File: src/rtl/npu_buf_arbiter_if.sv
// Requester/SRAM bus bundle for the activation buffer arbiter.
// master = requesters plus SRAM model side; slave = arbiter side.
interface npu_buf_arbiter_if #(
  parameter int unsigned NUM_REQ = 3,
  parameter int unsigned ADDR_W  = 18,
  parameter int unsigned DATA_W  = 128,
  parameter int unsigned LEN_W   = 4
);
  logic [NUM_REQ-1:0]        req;
  logic [NUM_REQ-1:0]        req_we;
  logic [NUM_REQ*ADDR_W-1:0] req_addr;
  logic [NUM_REQ*DATA_W-1:0] req_wdata;
  logic [NUM_REQ*LEN_W-1:0]  req_len;
  logic [NUM_REQ-1:0]        req_ready;
  logic [NUM_REQ-1:0]        rvalid;
  logic [DATA_W-1:0]         rdata;
  logic                      mem_en;
  logic                      mem_we;
  logic [ADDR_W-1:0]         mem_addr;
  logic [DATA_W-1:0]         mem_wdata;
  logic [DATA_W-1:0]         mem_rdata;
  logic                      busy;
  logic [2:0]                owner;

  modport master (
    output req, req_we, req_addr, req_wdata, req_len, mem_rdata,
    input  req_ready, rvalid, rdata, mem_en, mem_we, mem_addr, mem_wdata, busy, owner
  );

  modport slave (
    input  req, req_we, req_addr, req_wdata, req_len, mem_rdata,
    output req_ready, rvalid, rdata, mem_en, mem_we, mem_addr, mem_wdata, busy, owner
  );
endinterface

File: src/rtl/npu_buf_arbiter.sv
// Round-robin, burst-locked arbiter sharing the single-port activation buffer
// between the NPU controller, DMA and pooling unit, with tagged read return.
module npu_buf_arbiter #(
  parameter int unsigned NUM_REQ = 3,
  parameter int unsigned ADDR_W  = 18,
  parameter int unsigned DATA_W  = 128,
  parameter int unsigned LEN_W   = 4,
  parameter int unsigned RD_LAT  = 1
) (
  input  logic              clk,
  input  logic              rst_n,
  input  logic              flush,
  npu_buf_arbiter_if.slave  bus
);

  localparam int unsigned OWN_W = 3;

  typedef enum logic {IDLE = 1'b0, BURST = 1'b1} state_t;

  state_t               state_q, state_d;
  logic [OWN_W-1:0]     owner_q, owner_d;
  logic [OWN_W-1:0]     rr_q, rr_d;
  logic [LEN_W-1:0]     cnt_q, cnt_d;
  logic [OWN_W-1:0]     winner, pos;
  logic [OWN_W:0]       win_sum;
  logic                 found;
  logic [2*NUM_REQ-1:0] req_rot;
  logic [NUM_REQ-1:0]   own_oh;
  logic                 accept;
  logic                 sel_we;
  logic [ADDR_W-1:0]    sel_addr;
  logic [DATA_W-1:0]    sel_wdata;
  logic [LEN_W-1:0]     win_len;
  logic [RD_LAT-1:0]    tag_v_q;
  logic [OWN_W-1:0]     tag_id_q [RD_LAT];

  // Circular first-set search starting at rr_q
  always_comb begin
    req_rot = {bus.req, bus.req} >> rr_q;
    found   = 1'b0;
    pos     = '0;
    for (int unsigned k = 0; k < NUM_REQ; k++) begin
      if (!found && req_rot[k]) begin
        found = 1'b1;
        pos   = OWN_W'(k);
      end
    end
    win_sum = {1'b0, rr_q} + {1'b0, pos};
    winner  = (win_sum >= (OWN_W+1)'(NUM_REQ)) ? OWN_W'(win_sum - (OWN_W+1)'(NUM_REQ))
                                                : OWN_W'(win_sum);
  end

  // Owner beat selection and winner length lookup
  always_comb begin
    sel_we    = 1'b0;
    sel_addr  = '0;
    sel_wdata = '0;
    win_len   = '0;
    own_oh    = '0;
    for (int unsigned i = 0; i < NUM_REQ; i++) begin
      if (owner_q == OWN_W'(i)) begin
        own_oh[i] = 1'b1;
        sel_we    = bus.req_we[i];
        sel_addr  = bus.req_addr[i*ADDR_W +: ADDR_W];
        sel_wdata = bus.req_wdata[i*DATA_W +: DATA_W];
      end
      if (winner == OWN_W'(i)) begin
        win_len = bus.req_len[i*LEN_W +: LEN_W];
      end
    end
  end

  assign accept = (state_q == BURST) && !flush && |(bus.req & own_oh);

  always_comb begin
    state_d       = state_q;
    owner_d       = owner_q;
    rr_d          = rr_q;
    cnt_d         = cnt_q;
    bus.req_ready = '0;
    bus.mem_en    = 1'b0;
    bus.mem_we    = 1'b0;
    bus.mem_addr  = '0;
    bus.mem_wdata = '0;
    if (flush) begin
      state_d = IDLE;
      cnt_d   = '0;
    end else begin
      case (state_q)
        IDLE: begin
          if (|bus.req) begin
            owner_d = winner;
            cnt_d   = win_len;
            state_d = BURST;
          end
        end
        BURST: begin
          bus.req_ready = own_oh;
          if (accept) begin
            bus.mem_en    = 1'b1;
            bus.mem_we    = sel_we;
            bus.mem_addr  = sel_addr;
            bus.mem_wdata = sel_wdata;
            if (cnt_q == '0) begin
              state_d = IDLE;
              rr_d    = (owner_q == OWN_W'(NUM_REQ-1)) ? '0 : owner_q + 1'b1;
            end else begin
              cnt_d = cnt_q - 1'b1;
            end
          end
        end
        default: state_d = IDLE;
      endcase
    end
  end

  always_ff @(posedge clk or negedge rst_n) begin
    if (!rst_n) begin
      state_q <= IDLE;
      owner_q <= '0;
      rr_q    <= '0;
      cnt_q   <= '0;
    end else begin
      state_q <= state_d;
      owner_q <= owner_d;
      rr_q    <= rr_d;
      cnt_q   <= cnt_d;
    end
  end

  // Read tag pipeline: RD_LAT stages of {valid, owner}, wiped on flush
  always_ff @(posedge clk or negedge rst_n) begin
    if (!rst_n) begin
      tag_v_q <= '0;
      for (int unsigned i = 0; i < RD_LAT; i++) tag_id_q[i] <= '0;
    end else if (flush) begin
      tag_v_q <= '0;
      for (int unsigned i = 0; i < RD_LAT; i++) tag_id_q[i] <= '0;
    end else begin
      tag_v_q[0]  <= accept && !sel_we;
      tag_id_q[0] <= owner_q;
      for (int unsigned i = 1; i < RD_LAT; i++) begin
        tag_v_q[i]  <= tag_v_q[i-1];
        tag_id_q[i] <= tag_id_q[i-1];
      end
    end
  end

  always_comb begin
    bus.rvalid = '0;
    bus.rdata  = '0;
    if (tag_v_q[RD_LAT-1]) begin
      for (int unsigned i = 0; i < NUM_REQ; i++) begin
        bus.rvalid[i] = (tag_id_q[RD_LAT-1] == OWN_W'(i));
      end
      bus.rdata = bus.mem_rdata;
    end
  end

  assign bus.busy  = (state_q == BURST);
  assign bus.owner = owner_q;

endmodule

File: src/flat_wrapper.sv
// flat-port wrapper written by rule: the top's interface ports become plain ports
module npu_buf_arbiter_flat 
#(
  parameter int unsigned NUM_REQ = 3,
  parameter int unsigned ADDR_W  = 18,
  parameter int unsigned DATA_W  = 128,
  parameter int unsigned LEN_W   = 4,
  parameter int unsigned RD_LAT  = 1
)
  (clk, rst_n, flush, bus_req, bus_req_we, bus_req_addr, bus_req_wdata, bus_req_len, bus_mem_rdata, bus_req_ready, bus_rvalid, bus_rdata, bus_mem_en, bus_mem_we, bus_mem_addr, bus_mem_wdata, bus_busy, bus_owner);
  npu_buf_arbiter_if #(.NUM_REQ(NUM_REQ), .ADDR_W(ADDR_W), .DATA_W(DATA_W), .LEN_W(LEN_W)) bus_i ();
  input  logic clk;
  input  logic rst_n;
  input  logic flush;
  input wire logic [$bits(bus_i.req)-1:0] bus_req;
  input wire logic [$bits(bus_i.req_we)-1:0] bus_req_we;
  input wire logic [$bits(bus_i.req_addr)-1:0] bus_req_addr;
  input wire logic [$bits(bus_i.req_wdata)-1:0] bus_req_wdata;
  input wire logic [$bits(bus_i.req_len)-1:0] bus_req_len;
  input wire logic [$bits(bus_i.mem_rdata)-1:0] bus_mem_rdata;
  output wire logic [$bits(bus_i.req_ready)-1:0] bus_req_ready;
  output wire logic [$bits(bus_i.rvalid)-1:0] bus_rvalid;
  output wire logic [$bits(bus_i.rdata)-1:0] bus_rdata;
  output wire logic [$bits(bus_i.mem_en)-1:0] bus_mem_en;
  output wire logic [$bits(bus_i.mem_we)-1:0] bus_mem_we;
  output wire logic [$bits(bus_i.mem_addr)-1:0] bus_mem_addr;
  output wire logic [$bits(bus_i.mem_wdata)-1:0] bus_mem_wdata;
  output wire logic [$bits(bus_i.busy)-1:0] bus_busy;
  output wire logic [$bits(bus_i.owner)-1:0] bus_owner;
  assign bus_i.req = bus_req;
  assign bus_i.req_we = bus_req_we;
  assign bus_i.req_addr = bus_req_addr;
  assign bus_i.req_wdata = bus_req_wdata;
  assign bus_i.req_len = bus_req_len;
  assign bus_i.mem_rdata = bus_mem_rdata;
  assign bus_req_ready = bus_i.req_ready;
  assign bus_rvalid = bus_i.rvalid;
  assign bus_rdata = bus_i.rdata;
  assign bus_mem_en = bus_i.mem_en;
  assign bus_mem_we = bus_i.mem_we;
  assign bus_mem_addr = bus_i.mem_addr;
  assign bus_mem_wdata = bus_i.mem_wdata;
  assign bus_busy = bus_i.busy;
  assign bus_owner = bus_i.owner;
  npu_buf_arbiter #(.NUM_REQ(NUM_REQ), .ADDR_W(ADDR_W), .DATA_W(DATA_W), .LEN_W(LEN_W), .RD_LAT(RD_LAT)) u_core (.clk(clk), .rst_n(rst_n), .flush(flush), .bus(bus_i));
endmodule
File: config.mk
export PLATFORM = sky130hd
export DESIGN_NAME = npu_buf_arbiter_flat
export DESIGN_NICKNAME = d
export VERILOG_FILES = /design/src/rtl/npu_buf_arbiter_if.sv /design/src/rtl/npu_buf_arbiter.sv /design/src/flat_wrapper.sv
export SDC_FILE = /design/constraint.sdc
export NUM_CORES = 1
export LEC_CHECK = 0
export BUFFER_PORTS_ARGS = -buffer_cell sky130_fd_sc_hd__buf_2
export CAP_MARGIN = 20
export CORE_AREA = 5 5 335 337
export DETAILED_ROUTE_END_ITERATION = 8
export DIE_AREA = 0 0 340 342
export PLACE_DENSITY = 0.3
export RECOVER_POWER = 25
export SLEW_MARGIN = 30
export SYNTH_ARGS = -nofsm -noshare
export SYNTH_HDL_FRONTEND = slang
export SYNTH_SLANG_ARGS = --single-unit
File: constraint.sdc
create_clock -name clk -period 4.58 [get_ports clk]
set_input_delay 0 -clock clk [delete_from_list [all_inputs] [get_ports clk]]
set_output_delay 0 -clock clk [all_outputs]
set_load 0.005 [all_outputs]
==> reports/metrics.cfg <==
[run_status]
outcome = finished, violations left
violations = capacitance limit, slew limit

[timing]
relative_slew_margins_pct = -52.6
fin_worst_hold_slack_ns = 0.0392
max_clock_freq_mhz = 251
hold_violations = 0
worst_slack_ns = 0.598
rsz_0062_raised_after_global_routing = no
final.period_utilization_pct = 87.0
final.setup_skew_ns = 0.00265
period_needed_ns = 3.98
slew_viol_final = 172
setup_total_negative_slack_ns = 0
tightest_slew_ns = 2.29
setup_violations = 0

[clock_network]
tritoncts = built
clock_sink_count = 15
cts_hold_buffers = 1
cts.htree.levels = 1
cts-buffers-inserted = 3
clk_latency_ns = 0.25
post_cts.repair.setup_buffers = 0
ctsRootBufferMaster = sky130_fd_sc_hd__clkbuf_16
clk_transition_reported_paths_ns = 0.06
max-clock-path-buffers = 2
ctsResizeCount = 0

[yosys]
synth_most_common_cell = sky130_fd_sc_hd__nor2_1
avgSynthCellArea_um2 = 6.00
most_frequent_cells_after_synthesis = sky130_fd_sc_hd__nor2_1, sky130_fd_sc_hd__a21oi_1, sky130_fd_sc_hd__mux2i_1
synth_compound_gate_area_share_pct = 19.0
netlist-cell-type-count = 50
adder_cell_share_of_the_synthesized_area_pct = 1.20
synth_largest_area_cell = sky130_fd_sc_hd__mux2i_1
yosys.area_share.simple_pct = 39.7
synth_fp_nets = 1565
synthArstFlopShare_pct = 100
synth-edff-count = 0
post-synth-top-area-fraction_pct = 25.4
synthMuxAreaShare_pct = 25.4
synth_warnings = 0
ys_ff_latch = 15
yosys.area_share.xor_xnor_pct = 1.01
main_combinational_cell_family_by_area_after_synthesis = simple AND/OR/NAND/NOR gates
synth_area_mm2 = 0.00584
largest_cells_by_area_after_synthesis = sky130_fd_sc_hd__mux2i_1, sky130_fd_sc_hd__nor2_1, sky130_fd_sc_hd__and2_1, sky130_fd_sc_hd__a21oi_1, sky130_fd_sc_hd__dfrtp_1
synth_seq_area_share_pct = 6.43
netlist_instances = 973
commonest_register_cell_after_synthesis = sky130_fd_sc_hd__dfrtp_1

[route]
drt-initial-drc-count = 521
viasPerCell = 3.17
drt-total-wl_um = 69200
first_pass_iters = 5
ant_nets = 0
avgRoutedWirePerCell_um = 21.6
detail_route.drc_violations = 0
vias = 10100

[global_route]
grt_overflow_total = 0
grt_max_degree = 129
grt_pass1_vias = 10300
grt_first_pass_wirelength_um = 88300
grt_antenna_before_repair = 39
overall_routing_resource_usage_pct = 10.9

[finish]
design_area_mm2 = 0.0118
fin_cells = 3199
filler_cell_count = 12900
layout-area-overhead-vs-synth_pct = 103
finish.utilization_pct = 10.9
fin_nets = 2364
final_layout_size_suffix_gt1_share_pct = 49.0
ff_latch_area_um2 = 384
multi_input_area_mm2 = 0.00505

[place]
port-buffer-count = 872
placed_area_mm2 = 0.0118
dp_cells = 3180
detailedPlacementHpwl_um = 61400
routability_driven_placement_congestion_ratio = 0.875
pre_cts_slack_ns = 0.615

[floorplanning]
core_area_mm2 = 0.109
dieArea_mm2 = 0.116
dieWidth_um = 340
rows = 121
io_pins = 873
initial_utilization_pct = 5.38
die_height_um = 342

[worst_hold_path]
holdCritStartpoint = bus_req_len[10]
hold_depth = 3
min_to = u_core.cnt_q[2]$_DFFE_PN0P_
class_of_the_tightest_hold_or_removal_check = in2reg

[worst_setup_path]
worstPathBufferInverterCount = 1
critical_path_required_ns = 4.69
crit_fanout = 13
max_stage_delay_ns = 0.63
timing.critical_path.arrival_ns = 4.09
critPathMostFrequentCell = sky130_fd_sc_hd__a21oi_1
timing.critical_path.cells = nor4b_1, a21oi_1, a2bb2oi_1, or2_2, fa_1, inv_1, ha_1, or2_0, o32a_1, and3_1, o41ai_1, a21oi_1
path_delay_family = simple AND/OR/NAND/NOR gates
reg2regPathDepth = 12
destination_of_the_worst_register_to_register_timing_path = u_core.cnt_q[1]$_DFFE_PN0P_
r2r_slack_ns = 0.60
worstSetupEndpointType = flop
setup.worst_path.start_class = flop
r2r_start = u_core.rr_q[1]$_DFFE_PN0P_
worst_path_max_delay_cell = sky130_fd_sc_hd__fa_1
criticalPathCategory = reg2reg

[power]
power.static_leakage_nw = 6.50
ir_drop_mv = 0.295
power_density_mw_per_mm2 = 403
p_total_mw = 4.77

[job]
max_cap_viols = 2

worst max-delay path by stage:
stage	start	cells past startpoint	end	slack (ns)
global placement	u_core.rr_q[1]$_DFFE_PN0P_	12	u_core.cnt_q[0]$_DFFE_PN0P_	0.52
global route	u_core.rr_q[1]$_DFFE_PN0P_	13	u_core.cnt_q[0]$_DFFE_PN0P_	0.21
finish	u_core.rr_q[1]$_DFFE_PN0P_	12	u_core.cnt_q[1]$_DFFE_PN0P_	0.60
CTS	u_core.rr_q[1]$_DFFE_PN0P_	12	u_core.cnt_q[1]$_DFFE_PN0P_	0.62
floorplan	u_core.rr_q[1]$_DFFE_PN0P_	12	u_core.cnt_q[1]$_DFFE_PN0P_	1.16
detailed placement	u_core.rr_q[1]$_DFFE_PN0P_	12	u_core.cnt_q[0]$_DFFE_PN0P_	0.62
worst reg2reg max path, delay by kind of cell, from the launching register on:
family | cells | cell delay, ns
simple gates | 4 | 1.21
compound gates | 5 | 1.17
fa+ha+maj | 2 | 0.95
flops | 1 | 0.44
buf+inv | 1 | 0.07
area by class of cell:
cell class	count	share of cell area, %
Multi-Input combinational cell	854	42.6
Timing Repair Buffer	885	37.9
Tap cell	1414	14.9
Sequential cell	15	3.24
Clock buffer	3	0.634
Inverter	13	0.412
Antenna cell	14	0.296
Clock inverter	1	0.0422
per-layer routing:
metal,vias to the layer above,track usage (%),wire (um)
li1,4889,-,-
met1,4618,12.6,26900
met2,556,19.4,34300
met3,72,3.90,6730
met4,8,2.03,1130
met5,-,0,53
layout by cell type, fill, tap and decap left out, types with 12 or more instances in the layout:
master and instances:
sky130_fd_sc_hd__clkbuf_1 29, sky130_fd_sc_hd__buf_2 843, sky130_fd_sc_hd__a21oi_1 159, sky130_fd_sc_hd__dfrtp_1 12
sky130_fd_sc_hd__diode_2 14, sky130_fd_sc_hd__and2_0 12, sky130_fd_sc_hd__inv_1 13, sky130_fd_sc_hd__and2_1 116
sky130_fd_sc_hd__mux2i_1 148, sky130_fd_sc_hd__nor2_1 310
kinds of logic (layout without fill, tap and decap cells):
| group | Yosys count | in the layout |
|---|---|---|
| adders and majority gates | 5 | 5 |
| muxes | 148 | 148 |
| buffers and inverters | 104 | 902 |
| other | 0 | 14 |
| and+or+nand+nor | 496 | 496 |
| AOI/OAI and AO/OA | 200 | 200 |
| DFF | 15 | 15 |
| xor gates and xnor gates | 5 | 5 |
sequential cells by signal, summed over array words and instances, names as in the netlist:
name and cells:
u_core.bus.busy 1, u_core.tag_v_q 1, u_core.tag_id_q 3, u_core.cnt_q 4
u_core.rr_q 3, u_core.bus.owner 3
power by group:
group | switching (mW) | leakage [nW] | internal (mW)
Sequential | 0.156 | 0.191 | 0.184
Combinational | 2.68 | 6.27 | 1.57
Clock | 0.0628 | 0.0410 | 0.117
Total | 2.90 | 6.50 | 1.88
Power figures use the tool's default switching activity.
